## src/rtl/snn_img_sender.sv

```systemverilog
// Host-side image sender: packs a 784-pixel 1bpp image into bytes, streams them to uart_tx and
// waits for the ASCII digit reply. Optional reply timeout enabled by SNN_HOST_TIMEOUT_EN.
module snn_img_sender #(
  parameter int NUM_BYTES      = 98,
  parameter int TIMEOUT_CYCLES = 5_000_000
) (
  input  logic       clk,
  input  logic       rst,
  input  logic       go,
  output logic [9:0] img_addr,
  input  logic       img_q,
  output logic       tx_start,
  output logic [7:0] tx_data,
  input  logic       tx_rdy,
  input  logic       rx_rdy,
  input  logic [7:0] rx_data,
  output logic       busy,
  output logic       done,
  output logic [3:0] digit,
  output logic       resp_err,
  output logic       timeout
);

  typedef enum logic [2:0] {IDLE, FETCH, SEND, TXW, RESP} state_t;

  localparam logic [6:0] LAST_BYTE = 7'(NUM_BYTES - 1);

  state_t     state, state_nx;
  logic [6:0] bcnt;
  logic [3:0] pcnt;
  logic [7:0] shreg;
  logic       txw_hold;
  logic       last_byte;
  logic       tmo_hit;

  assign last_byte = (bcnt == LAST_BYTE);
  assign busy      = (state != IDLE);
  assign img_addr  = {bcnt, 3'b000} + {7'd0, pcnt[2:0]};

`ifdef SNN_HOST_TIMEOUT_EN
  logic [22:0] tcnt;
  assign tmo_hit = (state == RESP) && (tcnt == 23'(TIMEOUT_CYCLES - 1));

  always_ff @(posedge clk) begin
    if (rst || state != RESP) tcnt <= '0;
    else                      tcnt <= tcnt + 23'd1;
  end
`else
  logic unused_tmo;
  assign unused_tmo = (TIMEOUT_CYCLES == 0);
  assign tmo_hit    = 1'b0;
  assign timeout    = 1'b0;
`endif

  always_ff @(posedge clk) begin
    if (rst) state <= IDLE;
    else     state <= state_nx;
  end

  always_comb begin
    state_nx = state;
    tx_start = 1'b0;
    case (state)
      IDLE:  if (go) state_nx = FETCH;
      FETCH: if (pcnt == 4'd8) state_nx = SEND;
      SEND:  if (tx_rdy) begin
        tx_start = 1'b1;
        state_nx = TXW;
      end
      // First TXW cycle ignores tx_rdy: uart_tx only drops it the cycle after tx_start.
      TXW:   if (!txw_hold && tx_rdy) state_nx = last_byte ? RESP : FETCH;
      RESP:  if (rx_rdy || tmo_hit) state_nx = IDLE;
      default: state_nx = IDLE;
    endcase
  end

  always_ff @(posedge clk) begin
    if (rst) begin
      bcnt     <= '0;
      pcnt     <= '0;
      shreg    <= '0;
      tx_data  <= '0;
      txw_hold <= 1'b0;
      done     <= 1'b0;
      digit    <= '0;
      resp_err <= 1'b0;
`ifdef SNN_HOST_TIMEOUT_EN
      timeout  <= 1'b0;
`endif
    end else begin
      done <= 1'b0;
      case (state)
        IDLE: begin
          bcnt <= '0;
          pcnt <= '0;
        end
        FETCH: begin
          // img_q lags img_addr by one cycle, so shifting starts at pcnt=1.
          if (pcnt != 4'd8) pcnt <= pcnt + 4'd1;
          if (pcnt != 4'd0) shreg <= {img_q, shreg[7:1]};
          if (pcnt == 4'd8) tx_data <= {img_q, shreg[7:1]};
        end
        SEND: txw_hold <= 1'b1;
        TXW: begin
          txw_hold <= 1'b0;
          if (!txw_hold && tx_rdy && !last_byte) begin
            bcnt <= bcnt + 7'd1;
            pcnt <= '0;
          end
        end
        RESP: begin
          if (rx_rdy) begin
            digit    <= rx_data[3:0];
            resp_err <= (rx_data[7:4] != 4'h3) || (rx_data[3:0] > 4'd9);
            done     <= 1'b1;
`ifdef SNN_HOST_TIMEOUT_EN
            timeout  <= 1'b0;
          end else if (tmo_hit) begin
            timeout  <= 1'b1;
            digit    <= 4'hF;
            resp_err <= 1'b0;
            done     <= 1'b1;
`endif
          end
        end
        default: ;
      endcase
    end
  end

endmodule

```

## config.mk

```make
export PLATFORM = sky130hd
export DESIGN_NAME = snn_img_sender
export DESIGN_NICKNAME = d
export VERILOG_FILES = /design/src/rtl/snn_img_sender.sv
export SDC_FILE = /design/constraint.sdc
export NUM_CORES = 1
export LEC_CHECK = 0
export CORE_MARGIN = 2
export CORE_UTILIZATION = 40
export CTS_BUF_LIST = sky130_fd_sc_hd__clkbuf_8
export CTS_CLUSTER_DIAMETER = 80
export DETAILED_ROUTE_END_ITERATION = 10
export GPL_ROUTABILITY_DRIVEN = 0
export HOLD_SLACK_MARGIN = 0.1
export PLACE_DENSITY = 0.69
export SLEW_MARGIN = 25
export SYNTH_ARGS = -nofsm -noshare
export SYNTH_HDL_FRONTEND = slang
export SYNTH_SLANG_ARGS = --single-unit
```

## constraint.sdc

```tcl
create_clock -name clk -period 1.75 [get_ports clk]
set_input_delay 0.2625 -clock clk [delete_from_list [all_inputs] [get_ports clk]]
set_output_delay 0.2625 -clock clk [all_outputs]
set_load 0.01 [all_outputs]
```

Word level (Yosys, flattened, before mapping)

Cells that the tools add are included.

Register bits: 37
Output and inout bits: 27

Reductions and logical operators: 18
$lt $le $gt $ge: 1
Mux-type cells: 16
Add/subtract/negate cells: 3
Bitwise logic cells: 1
Eq/ne operators: 15

Operators with widths:

| kind                | count |
|---|---|
| $mux 3              | 6 |
| $pmux 3 s5          | 1 |
| $ne 2x2->1 const B  | 7 |
| $pmux 7 s2          | 1 |
| $pmux 4 s3          | 1 |
| $add 10x3->10       | 1 |
| $mux 4              | 2 |
| $reduce_and 2->1    | 4 |
| $add 7x1->7 const B | 1 |
| $eq 7x7->1 const B  | 1 |
| $mux 7              | 1 |
| $eq 3x2->1 const B  | 2 |
| $reduce_bool 3->1   | 2 |
| $reduce_and 5->1    | 1 |
| $add 4x1->4 const B | 1 |
| $eq 4x4->1 const B  | 1 |
| $gt 4x4->1 const B  | 1 |
| $ne 4x2->1 const B  | 1 |
| $ne 4x4->1 const B  | 1 |
| $reduce_bool 2->1   | 2 |
| $reduce_bool 4->1   | 1 |
| $eq 3x1->1 const B  | 1 |
| $eq 3x3->1 const B  | 1 |
| $logic_not 3->1     | 1 |
| 8 further kinds     | 12 |

Depth between registers and ports, before layout

Gate-level depths: netlist of the first run.

Depth in word-level cells: 5
Depth in mapped cells: 6
Gate-level depth less buffers: 6

Worst setup path after synthesis of the first run

No wires, ideal clock.

Path type: register to register
From: register bcnt[1]
To: register bcnt[3]
Arrival: 1700 ps
Setup time: 95 ps
Required time: 1655 ps
Cell stages (with the launch flop): 7
Setup slack: -45 ps
Path buffers: 1
Cells stage by stage: dfxtp_1 -> inv_1 -> ha_1 -> a311o_1 -> buf_2 -> or4_1 -> o311ai_1

Word-level cells in the longest chain between the ends: 5
Elaborated cells between the ends (all ways): 8

RTL lines:

| item                                                | RTL line | source |
|---|---|---|
| start, declared                                     | 29       | `logic [6:0] bcnt;` |
| start signal, assigned                              | 107      | `bcnt <= bcnt + 7'd1;` |
| branches (longest 5 deep; another with $add 7x1->7) | --       |  |

Several ways; the timed one is not identified. The select of a mux whose other input is x is not followed.
A chain may end at the register's enable or synchronous reset.

Worst setup path after layout of the first run

From: register bcnt[1]
To: register pcnt[1]

Word-level cells in the longest chain between the ends: 5

RTL lines:

| item                              | RTL line | source |
|---|---|---|
| $eq 7x7->1                        | 36       | `assign last_byte = (bcnt == LAST_BYTE);` |
| $logic_not 1->1                   | 106      | `if (!txw_hold && tx_rdy && !last_byte) begin` |
| $logic_and 1x1->1                 | 106      |  |
| $ne 2x2->1 (no source line)       | --       |  |
| $reduce_and 3->1 (no source line) | --       |  |
| end signal, assigned              | 99       | `if (pcnt != 4'd8) pcnt <= pcnt + 4'd1;` |
| end, declared                     | 30       | `logic [3:0] pcnt;` |

Every way passes these cells.

==> impl_metrics.json, run 1 <==
{
  "status": "finished, final reports clean",
  "startpoint_type": "flip-flop",
  "synth.area.top_cells": "dfxtp_1, mux2i_1, nor2_1",
  "synth_edf_count": 0,
  "grtUsageTotal": 0.155,
  "yosysWarnings": 0,
  "coreArea_sq_mm": 0.00406,
  "antenna_cells": 0,
  "die_w_microns": 69.3,
  "worstSetupPathType": "flip-flop to flip-flop",
  "crit_chain": "inv_1 > ha_1 > a311o_1 > buf_4 > nand2_1 > mux2_1",
  "cp_slowest_cell": "a311o_1",
  "dieHeight_microns": 69.3,
  "place_area_sq_mm": 0.00227,
  "start_util": 0.420,
  "die_area_sq_mm": 0.00480,
  "drc_errors": 0,
  "fmax_ghz": 0.604,
  "yosysTopAreaCellShare": 0.423,
  "placementRows": 23,
  "clk-insertion-delay-late_ps": 280,
  "nets": 263,
  "ios": 41,
  "hold_viol_final": 0,
  "syn-num-nets": 205,
  "crit_family": "compound AO/OA/AOI/OAI gates",
  "hpwl_microns": 2780,
  "slowest_delay_ps": 400,
  "p_leak_nw": 0.863,
  "synth.distinct_cells": 42,
  "cts_tree": "built",
  "synth_area_sq_mm": 0.00171,
  "setup_violations": 0,
  "synthMostInstantiatedCell": "dfxtp_1",
  "numPortBuffers": 39,
  "synthArstFlopShare": 0,
  "critPathBufInv": 2,
  "rsz0062_at_grt": "no",
  "avgSynthCellArea_sq_um": 9.12,
  "synthFlopType": "dfxtp_1",
  "utilization": 0.588,
  "p_per_area_mw_per_mm2": 746,
  "final_area_sq_mm": 0.00239,
  "antenna_found_initial": 0,
  "post_drt_via_cell_ratio": 5.10,
  "wl_microns": 3760,
  "vdd_drop_max_mv": 0.541,
  "synth_commonest_cells": "dfxtp_1, nor2_1, mux2i_1",
  "numCtsBuffers": 5,
  "clockBufferDepth": 2,
  "wl_per_cell_microns": 12.7,
  "netlist_instances": 187,
  "grt_overflow": 0,
  "final_max_slew_viol_count": 0,
  "cp_max_fo": 7,
  "antenna_left": 0,
  "root_buffer": "clkbuf_8",
  "area_growth_pct": 39.9,
  "min_period_ps": 1660,
  "drive_above_1_share": 0.175,
  "seq_area_frac_synth": 0.423,
  "htree_levels": 2,
  "end_kind": "flip-flop",
  "cts_sinks": 36,
  "grt_pass1_wl_microns": 6160,
  "hold_path_class": "flip-flop to flip-flop",
  "grt_max_degree": 25,
  "crit_arrival_ps": 1830,
  "grt_pass1_vias": 1406,
  "drtIter0Drc": 100,
  "yosys_register_bits": 36,
  "hold_buffers": 0,
  "tns_ps": 0,
  "yosysTopAreaCell": "dfxtp_1",
  "cap_viol_max_count": 0,
  "clkTransAtPathRegs_ps": 70,
  "finClkSkew_ps": 4.01,
  "critical_path_required_ps": 1920,
  "num_vias": 1509,
  "fin_crit_sh": 0.946,
  "first_pass_iters": 4
}
==> routing by layer <==
| metal | global-route usage | vias up | routed length (microns) |
|---|---|---|---|
| met4 | 0.0414 | 0 | 8 |
| met2 | 0.257 | 43 | 1800 |
| met3 | 0.0436 | 2 | 219 |
| li1 | - | 780 | - |
| met5 | 0 | - | 0 |
| met1 | 0.196 | 684 | 1740 |
==> timing repair <==
action | in CTS | in global routing
buffers inserted | 0 | 1
setup endpoints to repair | 2 | 6
pin swaps | 0 | 5
resized for setup | 2 | 6
==> final timing paths <==
check                         from               endpoint  slack [ps]  depth (start not counted)
min reg2reg  txw_hold$_SDFFE_PP0P_  txw_hold$_SDFFE_PP0P_         470                          2
min          txw_hold$_SDFFE_PP0P_  txw_hold$_SDFFE_PP0P_         470                          2
max reg2reg   bcnt[1]$_SDFFE_PP0P_   pcnt[1]$_SDFFE_PP0P_          90                          6
max           bcnt[1]$_SDFFE_PP0P_   pcnt[1]$_SDFFE_PP0P_          90                          6
==> cell type report <==
type	count	area [sq um]
inverters	10	37.5
clock buffers	6	82.6
multi-input cells	127	882
clock inverters	2	11.3
well taps	50	62.6
flip-flops and latches	36	729
repair buffers	65	581
fillers	348	1670
==> per-stage QoR <==
stage | hold WS [ps] | cells | setup WS, ps | total power, mW
6_report | 469 | 296 | 94.7 | 1.78
5_1_grt | 490 | 296 | 28.1 | 1.87
3_5_place_dp | 460 | 287 | -246 | 1.20
4_1_cts | 471 | 295 | 8.45 | 1.80
2_1_floorplan | 410 | 187 | 15.9 | 1.06
3_3_place_gp | 457 | 287 | -207 | 1.20
==> cell usage in the layout, fill, tap and decap left out, types with 2 or more instances in the layout <==
master / instances
o21ai_0: 2
buf_4: 25
dfxtp_1: 31
or4_1: 5
ha_1: 4
clkdlybuf4s50_1: 37
o311ai_1: 3
or3_1: 2
a211oi_1: 2
nor2_1: 26
a21oi_1: 3
a311oi_1: 2
nor3_1: 2
nand2_1: 8
nand3b_1: 3
a31oi_1: 2
dfxtp_2: 4
inv_1: 11
and2_1: 2
clkbuf_8: 6
nand2b_1: 3
nand4_1: 4
dlygate4sd2_1: 2
o31ai_1: 3
nor2_4: 2
a21boi_1: 2
nor3b_1: 3
mux2i_1: 20
nand3_1: 8
and3_1: 2
==> state kept, by name, indices dropped and copies added (netlist names) <==
register	flops
bcnt	7
txw_hold	1
done	1
resp_err	1
pcnt	4
tx_data	8
state	3
shreg	7
digit	4
==> logic make-up after synthesis <==
logic type	after synthesis	synth area share
AO/OA/AOI/OAI	25	0.109
flip-flops	36	0.423
buffers and inverters	24	0.0653
AND/OR/NAND/NOR	75	0.241
multiplexers	22	0.131
other	1	0.00220
adder cells (fa/ha/maj)	4	0.0293
==> power by group <==
part | internal [mW] | switching (mW)
clock network | 0.314 | 0.285
registers | 0.836 | 0.0176
logic | 0.161 | 0.166
==> worst min-delay path: cells and delay by family (launching register included) <==
family,cells,cell delay (ps)
AOI/OAI and AO/OA,1,50
buffers and inverters,1,50
DFF,1,320
Power figures use the tool's default switching activity.
==> run 2: changes to the inputs <==
Settings changed: RECOVER_POWER set to 100.
==> impl_metrics.json, run 2 (same netlist as run 1, synthesis figures left out) <==
{
  "status": "finished, final reports clean",
  "crit_path_start": "bcnt[2]$_SDFFE_PP0P_",
  "top_register": "tx_data",
  "grt_overflow": 0,
  "min_period_ps": 1660,
  "end_kind": "output pin",
  "clockBufferDepth": 2,
  "start_util": 0.420,
  "grt_max_degree": 25,
  "hold_path_end": "txw_hold$_SDFFE_PP0P_",
  "first_pass_iters": 4,
  "cp_slowest_cell": "dlygate4sd3_1",
  "fill_cells": 352,
  "final_max_slew_viol_count": 0,
  "cts_sinks": 36,
  "crit_family": "buffers and inverters",
  "numCtsBuffers": 5,
  "root_buffer": "clkbuf_8",
  "multi_input_comb_area_sq_um": 882,
  "grt_pass1_wl_microns": 6160,
  "cap_viol_max_count": 0,
  "placementRows": 23,
  "final_common_cell": "dfxtp_1",
  "htree_levels": 2,
  "startpoint_type": "flip-flop",
  "setup_violations": 0,
  "setup_ws_ps": 89.0,
  "utilization": 0.584,
  "crit_arrival_ps": 1400,
  "hold_depth": 2,
  "antenna_found_initial": 0,
  "ios": 41,
  "cp_max_fo": 4,
  "num_vias": 1516,
  "place_inst": 287,
  "drive_above_1_share": 0.167,
  "p_per_area_mw_per_mm2": 749,
  "critical_path_required_ps": 1490,
  "worstSetupPathType": "flip-flop to output pin",
  "tns_ps": 0,
  "r2r-start": "bcnt[1]$_SDFFE_PP0P_",
  "final_cell_mix": "dfxtp_1, nor2_1, dlygate4sd3_1",
  "wl_per_cell_microns": 12.6,
  "r2r_setup_slack_ps": 100,
  "reg2reg_to": "pcnt[1]$_SDFFE_PP0P_",
  "post_drt_via_cell_ratio": 5.12,
  "area_growth_pct": 39.0,
  "die_w_microns": 69.3,
  "worst_r2r_path_depth": 6,
  "hold_start": "txw_hold$_SDFFE_PP0P_",
  "rsz0062_at_grt": "no",
  "layoutNonFillerInstCount": 296,
  "p_leak_nw": 0.926,
  "grtUsageTotal": 0.155,
  "wl_microns": 3740,
  "fmax_ghz": 0.602,
  "hold_path_class": "flip-flop to flip-flop",
  "top_regs": "tx_data x8, bcnt x7, shreg x7",
  "hpwl_microns": 2780,
  "grt_pass1_vias": 1406,
  "drtIter0Drc": 84,
  "hold_buffers": 0,
  "crit_chain": "buf_4 > dlygate4sd3_1",
  "fin_crit_sh": 0.949,
  "nets": 263,
  "clkTransAtPathRegs_ps": 70,
  "finalPower_mw": 1.78,
  "coreArea_sq_mm": 0.00406,
  "finClkSkew_ps": 4.08,
  "die_area_sq_mm": 0.00480,
  "slowest_delay_ps": 600,
  "antenna_cells": 0,
  "clk-insertion-delay-late_ps": 280,
  "largest_reg_flops": 8,
  "dieHeight_microns": 69.3,
  "place_ws_ps": -246,
  "vdd_drop_max_mv": 0.541,
  "numPortBuffers": 39,
  "drc_errors": 0,
  "critPathBufInv": 2,
  "ff_latch_area_sq_um": 729,
  "cts_tree": "built",
  "hold_viol_final": 0,
  "antenna_left": 0
}
[run 2: cell types whose count changed in the layout (fill, tap and decap cells not counted)]
cell / previous run / this run
buf_4: 25 / 20
o311ai_0: 0 / 1
dlygate4sd3_1: 0 / 21
clkbuf_2: 1 / 4
a21boi_1: 2 / 0
a21boi_0: 1 / 3
clkbuf_1: 0 / 2
clkdlybuf4s50_1: 37 / 16
o311ai_1: 3 / 2
[run 2: through the flow]
stage	hold slack (ps)	cell area (sq um)
final	469	2370
after global placement	457	2270
after CTS	471	2360
after global routing	490	2370
after floorplan	410	1710
after detailed placement	460	2270
[run 2: per-layer routing]
| metal | GRT usage | share of wire |
|---|---|---|
| met1 | 0.196 | 0.46 |
| met2 | 0.257 | 0.48 |
| met3 | 0.0436 | 0.060 |
| met4 | 0.0414 | 0.0021 |
| met5 | 0 | 0 |
[run 2: power by group]
group | internal (mW) | leakage (nW) | total (mW) | switching, mW
sequential | 0.836 | 0.293 | 0.853 | 0.0173
clock | 0.314 | 0.0486 | 0.598 | 0.284
combinational | 0.159 | 0.585 | 0.325 | 0.166
total | 1.31 | 0.926 | 1.78 | 0.468
[run 2: repair_timing]
item / CTS / global route
buffers inserted: 0 / 1
endpoints found under the setup margin: 2 / 6
pin swaps: 0 / 5
cloned: 0 / 0
resized for setup: 2 / 6
[run 2: worst max-delay path by stage]
| stage | depth (start not counted) | to |
|---|---|---|
| 2_1_floorplan | 6 | bcnt[3]$_SDFFE_PP0P_ |
| 3_3_place_gp | 5 | bcnt[6]$_SDFFE_PP0P_ |
| 3_5_place_dp | 5 | bcnt[6]$_SDFFE_PP0P_ |
| 4_1_cts | 4 | bcnt[6]$_SDFFE_PP0P_ |
| 5_1_grt | 5 | bcnt[1]$_SDFFE_PP0P_ |
| 6_report | 2 | img_addr[5] |
[run 2: final cells by class]
class                           instances  area share
Multi-Input combinational cell        127       0.372
Sequential cell                        36       0.308
Timing Repair Buffer                   65       0.239
Clock buffer                            6      0.0348
Tap cell                               50      0.0264
Inverter                               10      0.0158
Clock inverter                          2     0.00475
[run 2: tightest hold or removal path: cells and delay by family, from the launching register on]
family                 cells  cell delay (ps)
AO/OA/AOI/OAI              1               50
flip-flops                 1              320
buffers and inverters      1               50
